$ cat config.mk
export PLATFORM = sky130hd
export DESIGN_NAME = data_rw_mem_stb
export DESIGN_NICKNAME = d
export VERILOG_FILES = /design/src/rtl/data_rw_mem_stb.sv
export SDC_FILE = /design/constraint.sdc
export NUM_CORES = 1
export LEC_CHECK = 0
export ABC_AREA = 0
export CAP_MARGIN = 5
export CORE_UTILIZATION = 30
export DETAILED_ROUTE_END_ITERATION = 12
export GPL_ROUTABILITY_DRIVEN = 0
export HOLD_SLACK_MARGIN = 0.05
export SLEW_MARGIN = 30
export SYNTH_ARGS = -nofsm -noshare
export SYNTH_HDL_FRONTEND = slang
export SYNTH_SLANG_ARGS = --single-unit
$ cat constraint.sdc
create_clock -name clk -period 5.18 [get_ports clk]
set_input_delay 1.295 -clock clk [delete_from_list [all_inputs] [get_ports clk]]
set_output_delay 1.295 -clock clk [all_outputs]
set_load 0.02 [all_outputs]
$ cat src/rtl/data_rw_mem_stb.sv
// RV32I memory-access stage: posted store buffer in front of QSPI, direct IO path, load extension.
// Optional macro DMRW_MISALIGN_EN: trap misaligned accesses instead of force-aligning them.
module data_rw_mem_stb #(
  parameter int unsigned STB_DEPTH = 4,
  parameter logic [1:0]  IO_TAG    = 2'b11,
  parameter int unsigned IO_RD_LAT = 2
) (
  input  logic        clk,
  input  logic        rst,
  input  logic        cmd_ld_ma,
  input  logic        cmd_st_ma,
  input  logic        wbk_rd_reg_ma,
  input  logic [4:0]  rd_adr_ma,
  input  logic [31:0] rd_data_ma,
  input  logic [31:0] st_data_ma,
  input  logic [2:0]  ldst_code_ma,
  input  logic        cpu_stat_dmrw,
  output logic        dmrw_run,
  output logic [4:0]  rd_adr_wb,
  output logic        wbk_rd_reg_wb,
  output logic [31:0] wbk_data_wb,
  output logic        misalign_err,
  output logic        d_read_req,
  output logic [31:0] d_read_adr,
  input  logic        read_valid,
  input  logic [31:0] read_data,
  output logic        d_write_req,
  output logic [31:0] d_write_adr,
  output logic [3:0]  d_write_be,
  output logic [31:0] d_write_data,
  input  logic        write_finish,
  output logic        dma_io_we,
  output logic [13:0] dma_io_wadr,
  output logic [31:0] dma_io_wdata,
  output logic        dma_io_radr_en,
  output logic [13:0] dma_io_radr,
  input  logic [31:0] dma_io_rdata
);
  localparam int unsigned PW = (STB_DEPTH > 1) ? $clog2(STB_DEPTH) : 1;
  localparam int unsigned CW = PW + 1;

  typedef enum logic [2:0] {IDLE, DRAIN, READ, IORD, DONE} state_t;

  state_t        state_q;
  logic [4:0]    rd_adr_q;
  logic [31:0]   adr_q;
  logic [2:0]    code_q;
  logic [31:0]   data_q;
  logic [2:0]    lat_q;
  logic          radr_en_q, io_we_q, misalign_q;
  logic [13:0]   io_wadr_q;
  logic [31:0]   io_wdata_q;
  logic [PW-1:0] wr_ptr_q, rd_ptr_q;
  logic [CW-1:0] count_q, count_d;

  logic [29:0]   stb_adr  [STB_DEPTH];
  logic [3:0]    stb_be   [STB_DEPTH];
  logic [31:0]   stb_data [STB_DEPTH];

  logic        is_byte, is_half, is_word, is_io, misaligned, idle, req_ok;
  logic        mem_st, io_st, mem_ld, io_ld, mis_hit, nonmem;
  logic        full, empty, push, pop, stall;
  logic [31:0] adr, st_lane;
  logic [3:0]  st_be;

  assign is_byte = (ldst_code_ma[1:0] == 2'b00);
  assign is_half = (ldst_code_ma[1:0] == 2'b01);
  assign is_word = !is_byte && !is_half;
  assign is_io   = (rd_data_ma[31:30] == IO_TAG);

`ifdef DMRW_MISALIGN_EN
  assign misaligned = (is_half && rd_data_ma[0]) || (is_word && (rd_data_ma[1:0] != 2'b00))
                    || (is_io && !is_word);
  assign adr        = rd_data_ma;
`else
  assign misaligned = 1'b0;
  always_comb begin
    adr = rd_data_ma;
    if (is_half) adr[0] = 1'b0;
    else if (is_word) adr[1:0] = 2'b00;
  end
`endif

  assign idle    = (state_q == IDLE);
  assign req_ok  = idle && cpu_stat_dmrw && !misaligned;
  assign mem_ld  = req_ok && cmd_ld_ma && !is_io;
  assign io_ld   = req_ok && cmd_ld_ma && is_io;
  assign mem_st  = req_ok && cmd_st_ma && !cmd_ld_ma && !is_io;
  assign io_st   = req_ok && cmd_st_ma && !cmd_ld_ma && is_io;
  assign mis_hit = idle && cpu_stat_dmrw && (cmd_ld_ma || cmd_st_ma) && misaligned;
  assign nonmem  = idle && cpu_stat_dmrw && wbk_rd_reg_ma && !cmd_ld_ma && !cmd_st_ma;

  // Full is judged on the registered count only, so a stalled store pushes the cycle after a pop.
  assign full  = (count_q == CW'(STB_DEPTH));
  assign empty = (count_q == '0);
  assign push  = mem_st && !full;
  assign stall = mem_st && full;
  assign pop   = write_finish && !empty;

  always_comb begin
    st_be   = 4'b1111;
    st_lane = st_data_ma;
    if (is_byte) begin
      st_be   = 4'b0001 << adr[1:0];
      st_lane = {4{st_data_ma[7:0]}};
    end else if (is_half) begin
      st_be   = adr[1] ? 4'b1100 : 4'b0011;
      st_lane = {2{st_data_ma[15:0]}};
    end
  end

  function automatic logic [31:0] extend(input logic [31:0] w, input logic [1:0] ofs,
                                         input logic [2:0] code);
    logic [31:0] s;
    logic [31:0] r;
    s = w >> {ofs, 3'b000};
    case (code[1:0])
      2'b00:   r = {{24{s[7] & ~code[2]}}, s[7:0]};
      2'b01:   r = {{16{s[15] & ~code[2]}}, s[15:0]};
      default: r = s;
    endcase
    return r;
  endfunction

  always_comb begin
    count_d = count_q;
    case ({push, pop})
      2'b10:   count_d = count_q + CW'(1);
      2'b01:   count_d = count_q - CW'(1);
      default: count_d = count_q;
    endcase
  end

  always_ff @(posedge clk) begin
    if (push) begin
      stb_adr[wr_ptr_q]  <= adr[31:2];
      stb_be[wr_ptr_q]   <= st_be;
      stb_data[wr_ptr_q] <= st_lane;
    end
  end

  always_ff @(posedge clk) begin
    if (rst) begin
      wr_ptr_q <= '0;
      rd_ptr_q <= '0;
      count_q  <= '0;
    end else begin
      if (push) wr_ptr_q <= wr_ptr_q + PW'(1);
      if (pop)  rd_ptr_q <= rd_ptr_q + PW'(1);
      count_q <= count_d;
    end
  end

  always_ff @(posedge clk) begin
    if (rst) begin
      state_q    <= IDLE;
      rd_adr_q   <= '0;
      adr_q      <= '0;
      code_q     <= '0;
      data_q     <= '0;
      lat_q      <= '0;
      radr_en_q  <= 1'b0;
      io_we_q    <= 1'b0;
      io_wadr_q  <= '0;
      io_wdata_q <= '0;
      misalign_q <= 1'b0;
    end else begin
      radr_en_q  <= 1'b0;
      io_we_q    <= 1'b0;
      misalign_q <= mis_hit;
      if (io_st) begin
        io_we_q    <= 1'b1;
        io_wadr_q  <= adr[15:2];
        io_wdata_q <= st_data_ma;
      end
      case (state_q)
        IDLE: if (mem_ld || io_ld) begin
          rd_adr_q <= rd_adr_ma;
          adr_q    <= adr;
          code_q   <= ldst_code_ma;
          if (io_ld) begin
            radr_en_q <= 1'b1;
            lat_q     <= '0;
            state_q   <= IORD;
          end else begin
            state_q <= empty ? READ : DRAIN;
          end
        end
        DRAIN: if (empty) state_q <= READ;
        READ: if (read_valid) begin
          data_q  <= extend(read_data, adr_q[1:0], code_q);
          state_q <= DONE;
        end
        // lat_q counts from the strobe cycle; data is valid IO_RD_LAT cycles after it.
        IORD: if (lat_q == 3'(IO_RD_LAT)) begin
          data_q  <= extend(dma_io_rdata, adr_q[1:0], code_q);
          state_q <= DONE;
        end else begin
          lat_q <= lat_q + 3'd1;
        end
        DONE:    state_q <= IDLE;
        default: state_q <= IDLE;
      endcase
    end
  end

  assign dmrw_run       = !idle || mem_ld || io_ld || stall;
  assign rd_adr_wb      = idle ? ((nonmem || mem_ld || io_ld) ? rd_adr_ma : 5'd0) : rd_adr_q;
  assign wbk_rd_reg_wb  = (state_q == DONE) || nonmem;
  assign wbk_data_wb    = (state_q == DONE) ? data_q : (nonmem ? rd_data_ma : 32'd0);
  assign misalign_err   = misalign_q;
  assign d_read_req     = (state_q == READ);
  assign d_read_adr     = {adr_q[31:2], 2'b00};
  assign d_write_req    = !empty;
  assign d_write_adr    = empty ? 32'd0 : {stb_adr[rd_ptr_q], 2'b00};
  assign d_write_be     = empty ? 4'd0 : stb_be[rd_ptr_q];
  assign d_write_data   = empty ? 32'd0 : stb_data[rd_ptr_q];
  assign dma_io_we      = io_we_q;
  assign dma_io_wadr    = io_wadr_q;
  assign dma_io_wdata   = io_wdata_q;
  assign dma_io_radr_en = radr_en_q;
  assign dma_io_radr    = adr_q[15:2];
endmodule

======== After elaboration in Yosys (flattened, before gate mapping) ========
Memory sizes are Yosys's and may differ from the RTL's. A register that Yosys moved wholly into a read port is not among the register bits.
Index checks and enable logic that the tools add are counted.
word-level totals
  flip-flop bits (word level) ............. 133
  memory bits (writable) .................. 264
  output and inout bits ................... 204
  memories ................................ 3
memories
  memory    words  bits a word  read ports  clocked after memory_dff  wr ports  line  source
  stb_data  4      32           1           1                         1         58    logic [31:0] stb_data [STB_DEPTH];
  stb_adr   4      30           1           1                         1         56    logic [29:0] stb_adr [STB_DEPTH];
  stb_be    4      4            1           1                         1         57    logic [3:0] stb_be [STB_DEPTH];
cells by class
  shift-type cells ........................ 3
  eq/ne operators ......................... 17
  reduce and logical (&&, ||, !) cells .... 42
  bitwise operators ....................... 7
  muxes and demuxes ....................... 42
  add/sub/neg operators ................... 5
operators with widths
  kind                   count
  $mux W32               8
  $pmux W32 S2           3
  $shr A32 B5 Y32        2
  $mux W3                7
  $mux W2                9
  $mux W4                4
  $logic_and A1 B1 Y1    15
  $pmux W3 S2            2
  $pmux W3 S4            1
  $mux W5                2
  $eq A3 B2 Y1 const B   3
  $logic_not A1 Y1       8
  $reduce_and A4 Y1      2
  $logic_or A1 B1 Y1     7
  $add A3 B1 Y3 const B  2
  $eq A2 B1 Y1 const B   3
  $eq A3 B3 Y1 const B   2
  $logic_not A3 Y1       2
  $mux W1                6
  $ne A2 B1 Y1 const B   3
  $ne A2 B2 Y1 const B   3
  $reduce_bool A2 Y1     3
  $add A2 B1 Y2 const B  2
  $and A1 B1 Y1          4
  9 further kinds        13

======== Longest topological paths before layout ========
  word-level depth ........................ 9
  depth in mapped cells ................... 13

======== Least setup slack after synthesis ========
OpenSTA, ideal clock, no wires.
  path type ............................... input port to flip-flop
  start point ............................. in cmd_ld_ma
  end point ............................... mem stb_adr[0][0], enable pin
  stages on the path ...................... 4
  arrival time ............................ 3.419 ns
  data required time ...................... 4.749 ns
  library setup time ...................... 0.431 ns
  path buffers ............................ 1
  path slack .............................. 1.329 ns
  cells stage by stage .................... nor3b_4 and4_1 buf_2 and2_1
on the way
  longest elaborated chain between the ends .. 6
RTL lines
  element                           line  source
  start, declared                   10    input logic cmd_ld_ma,
  $logic_not A1 Y1                  88    assign mem_st = req_ok && cmd_st_ma && !cmd_ld_ma && !is_io;
  $logic_and A1 B1 Y1 (2 in a row)  88
  $logic_and A1 B1 Y1               96    assign push = mem_st && !full;
  $mux W1                           135   if (push) begin
  $mux W1 (implied by the code)     136   stb_adr[wr_ptr_q] <= adr[31:2];
  end, declared                     56
No other way between the ends.

======== Final worst setup path ========
  start point ............................. in cpu_stat_dmrw
  end point ............................... out wbk_data_wb[29]
on the way
  longest elaborated chain between the ends .. 6
RTL lines
  element                           line  source
  start, declared                   17    input logic cpu_stat_dmrw,
  $logic_and A1 B1 Y1 (4 in a row)  91    assign nonmem = idle && cpu_stat_dmrw && wbk_rd_reg_ma && !cmd_ld_ma && !cmd_st_ma;
  $mux W32 (2 in a row)             210   assign wbk_data_wb = (state_q == DONE) ? data_q : (nonmem ? rd_data_ma : 32'd0);
  end, declared                     21    output logic [31:0] wbk_data_wb,
No other way between the ends.

==> reports/results.ini <==
[setup_path]
reg2reg_to=data_q[16]
cp.depth=6
end_kind=primary output
cpPeakStageDelay_ns=0.63
worst_r2r_path_depth=5
cp_max_fo=33
worstPathArrival_ns=3.37
worstPathRequired_ns=3.88
cpMostUsedCell=clkdlybuf4s50_1
r2r_start=adr_q[1]
worstSetupStartpointType=primary input
crit_chain=clkdlybuf4s50_1 > nor3b_4 > a21oi_2 > buf_4 > a21oi_1 > clkdlybuf4s50_1
rrSetupSlack_ns=2.08
criticalPathCategory=in2out
crit_family=buffers and inverters
cp_slowest_cell=clkdlybuf4s50_1
path_buf_inv=3

[timing]
finalSetupTns_ns=0
slew_viol_final=0
rsz0062_at_grt=false
fin_crit_sh_pct=90.0
finalHoldViolCount=0
setup_viol_count_final=0
fmax_ghz=0.215
clock_skew_ns=0.0115
relSlewSlack_pct=35.5
final.min_clock_period_ns=4.66
tightestPinTransition_ns=0.968

[logic_synthesis]
async_flop_share_pct=0
avgSynthCellArea_um2=12.6
netlist_instances=1401
synth-seq-cells=399
ys.flop_type=edfxtp_1
yosysWarnings=0
syn-cell-area_mm2=0.0176
synth-seq-area-share_pct=60.4
synth_edf_count=264
ys_types=59

[clock_network]
cts.htree.levels=2
clock_path_buffers=3
cts-root-buf=clkbuf_16
ctsHoldBuffers=0
clk_pin_slew_ns=0.06
cts-buffers-inserted=45
postCtsSetupRepairBufs=0
clk_latency_ns=0.56
cts_tree=yes
cts_resized=0
cts_sinks=399

[power_and_ir_drop]
leakagePower_nw=7.53
power.density_mw_per_mm2=383
vdd_drop_max_uv=202

[cells_and_area]
final_common_cell=clkdlybuf4s50_1
nets=1831
syn_to_final_growth_pct=30.5
num_antenna_cells=0
final_cell_mix=clkdlybuf4s50_1, edfxtp_1, nand2_1
seq_area_mm2=0.0106
utilization_pct=39.7
drive_above_1_share_pct=12.8
multi_input_area_mm2=0.00613
fill_cells=5548
fin_cells=2481

[floorplan]
initial_utilization_pct=30.5
io_pins=348
core_area_mm2=0.0578
die_h_um=244
row_count=88
die_area_mm2=0.0597
die_w_um=244

[status]
status=complete, no violations

[global_routing]
grt_overflow=0
antenna_found_initial=0
grt_max_degree=86
grt_first_pass_wirelength_um=80600
track_usage_pct=18.0
grt_pass1_vias=12600

[placed_design]
place_inst=2396
port_buffers=342
dpl.hpwl_um=37300

[detailed_routing]
totalWireLength_um=54300
drc=0
viasPerCell=4.95
wl_per_cell_um=21.9
firstDrtPassIters=5
vias=12300
drt_iter0_drc=764
final_antenna_net_count=0

[job]
maxCapViolCount=0

[worst_hold_path]
holdPathEnd=dma_io_wadr[12]
hp-class=reg2reg
whs_path_depth=2
holdCritStartpoint=dma_io_wadr[12]

==> cell type report <==
type                            count  share of cell area, %
Timing Repair Buffer              370                   16.1
Multi-Input combinational cell    850                   26.7
Clock buffer                       58                   5.30
Inverter                           13                  0.212
Sequential cell                   399                   46.3
Clock inverter                     26                   1.24
Tap cell                          765                   4.17
==> where the power goes <==
group	leakage (nW)	internal [mW]	switching, mW
logic	3.33	0.859	1.08
clock network	0.730	1.96	1.29
registers	3.47	3.52	0.0805
==> layer usage <==
metal	wire length, um	vias to the layer above	track usage [%]
met5	0	-	0
met4	1290	0	4.72
met3	3930	80	4.23
met2	25400	505	29.6
met1	23700	6093	23.8
li1	-	5602	-
==> synth_stat cells, types with 12 or more instances <==
library cell	n	share of area [%]
mux2_2	25	1.6
and2_1	90	3.2
nand2_1	251	5.4
a21oi_1	137	3.9
inv_1	12	0.26
mux2i_1	30	1.7
clkbuf_1	54	1.2
dfxtp_1	135	15
a211oi_1	17	0.72
buf_2	22	0.63
edfxtp_1	264	45
o22ai_1	16	0.57
buf_4	53	2.3
mux4_2	82	10
nor2_1	56	1.2
o21ai_0	31	0.88
nor4_1	16	0.57
==> worst reg2reg max path: stages (launching register included) <==
cell,delay [ns]
dfxtp_1,0.78
mux2_2,0.45
nand3_1,0.11
nand4_2,0.49
a21oi_1,0.96
nor4_1,0.15
==> through the flow <==
step                      hold WS (ns)  setup WS, ns  cell area (um2)  total power, mW
after floorplan                  0.435          1.33            17600             4.76
after global placement           0.441         0.605            21500             5.62
after detailed placement         0.446         0.557            21500             5.64
after CTS                        0.454         0.537            23000             8.92
after global routing             0.470         0.414            23000             9.15
final                            0.453         0.519            23000             8.80
==> sequential cells by signal, summed over array words and instances, names as in the netlist, 3 cells and up, named ones only <==
register and flops:
stb_be 16, code_q 3, dma_io_wadr 14, dma_io_wdata 32, adr_q 32, lat_q 3, stb_adr 120, state_q 3
stb_data 128, rd_adr_q 5, count_q 3, data_q 32
==> cells by family (layout without fill, tap and decap cells) <==
family | Yosys count | in the layout | synth area share [%]
other cells | 1 | 5 | 0.0213
fa+ha+maj | 8 | 8 | 0.611
flops | 399 | 399 | 60.4
compound gates | 228 | 228 | 7.36
xor+xnor | 8 | 8 | 0.398
mux | 139 | 139 | 14.0
buf+inv | 156 | 467 | 5.07
simple gates | 462 | 462 | 12.2
==> how the worst max path moves through the flow <==
stage,from,end
6_report,cpu_stat_dmrw,wbk_data_wb[29]
5_1_grt,cmd_ld_ma,wbk_data_wb[24]
4_1_cts,cmd_ld_ma,wbk_data_wb[3]
3_5_place_dp,cmd_ld_ma,wbk_data_wb[3]
3_3_place_gp,cpu_stat_dmrw,wbk_data_wb[30]
2_1_floorplan,cmd_ld_ma,stb_adr[0][0]
No activity file was read; power rests on OpenSTA's default activity.
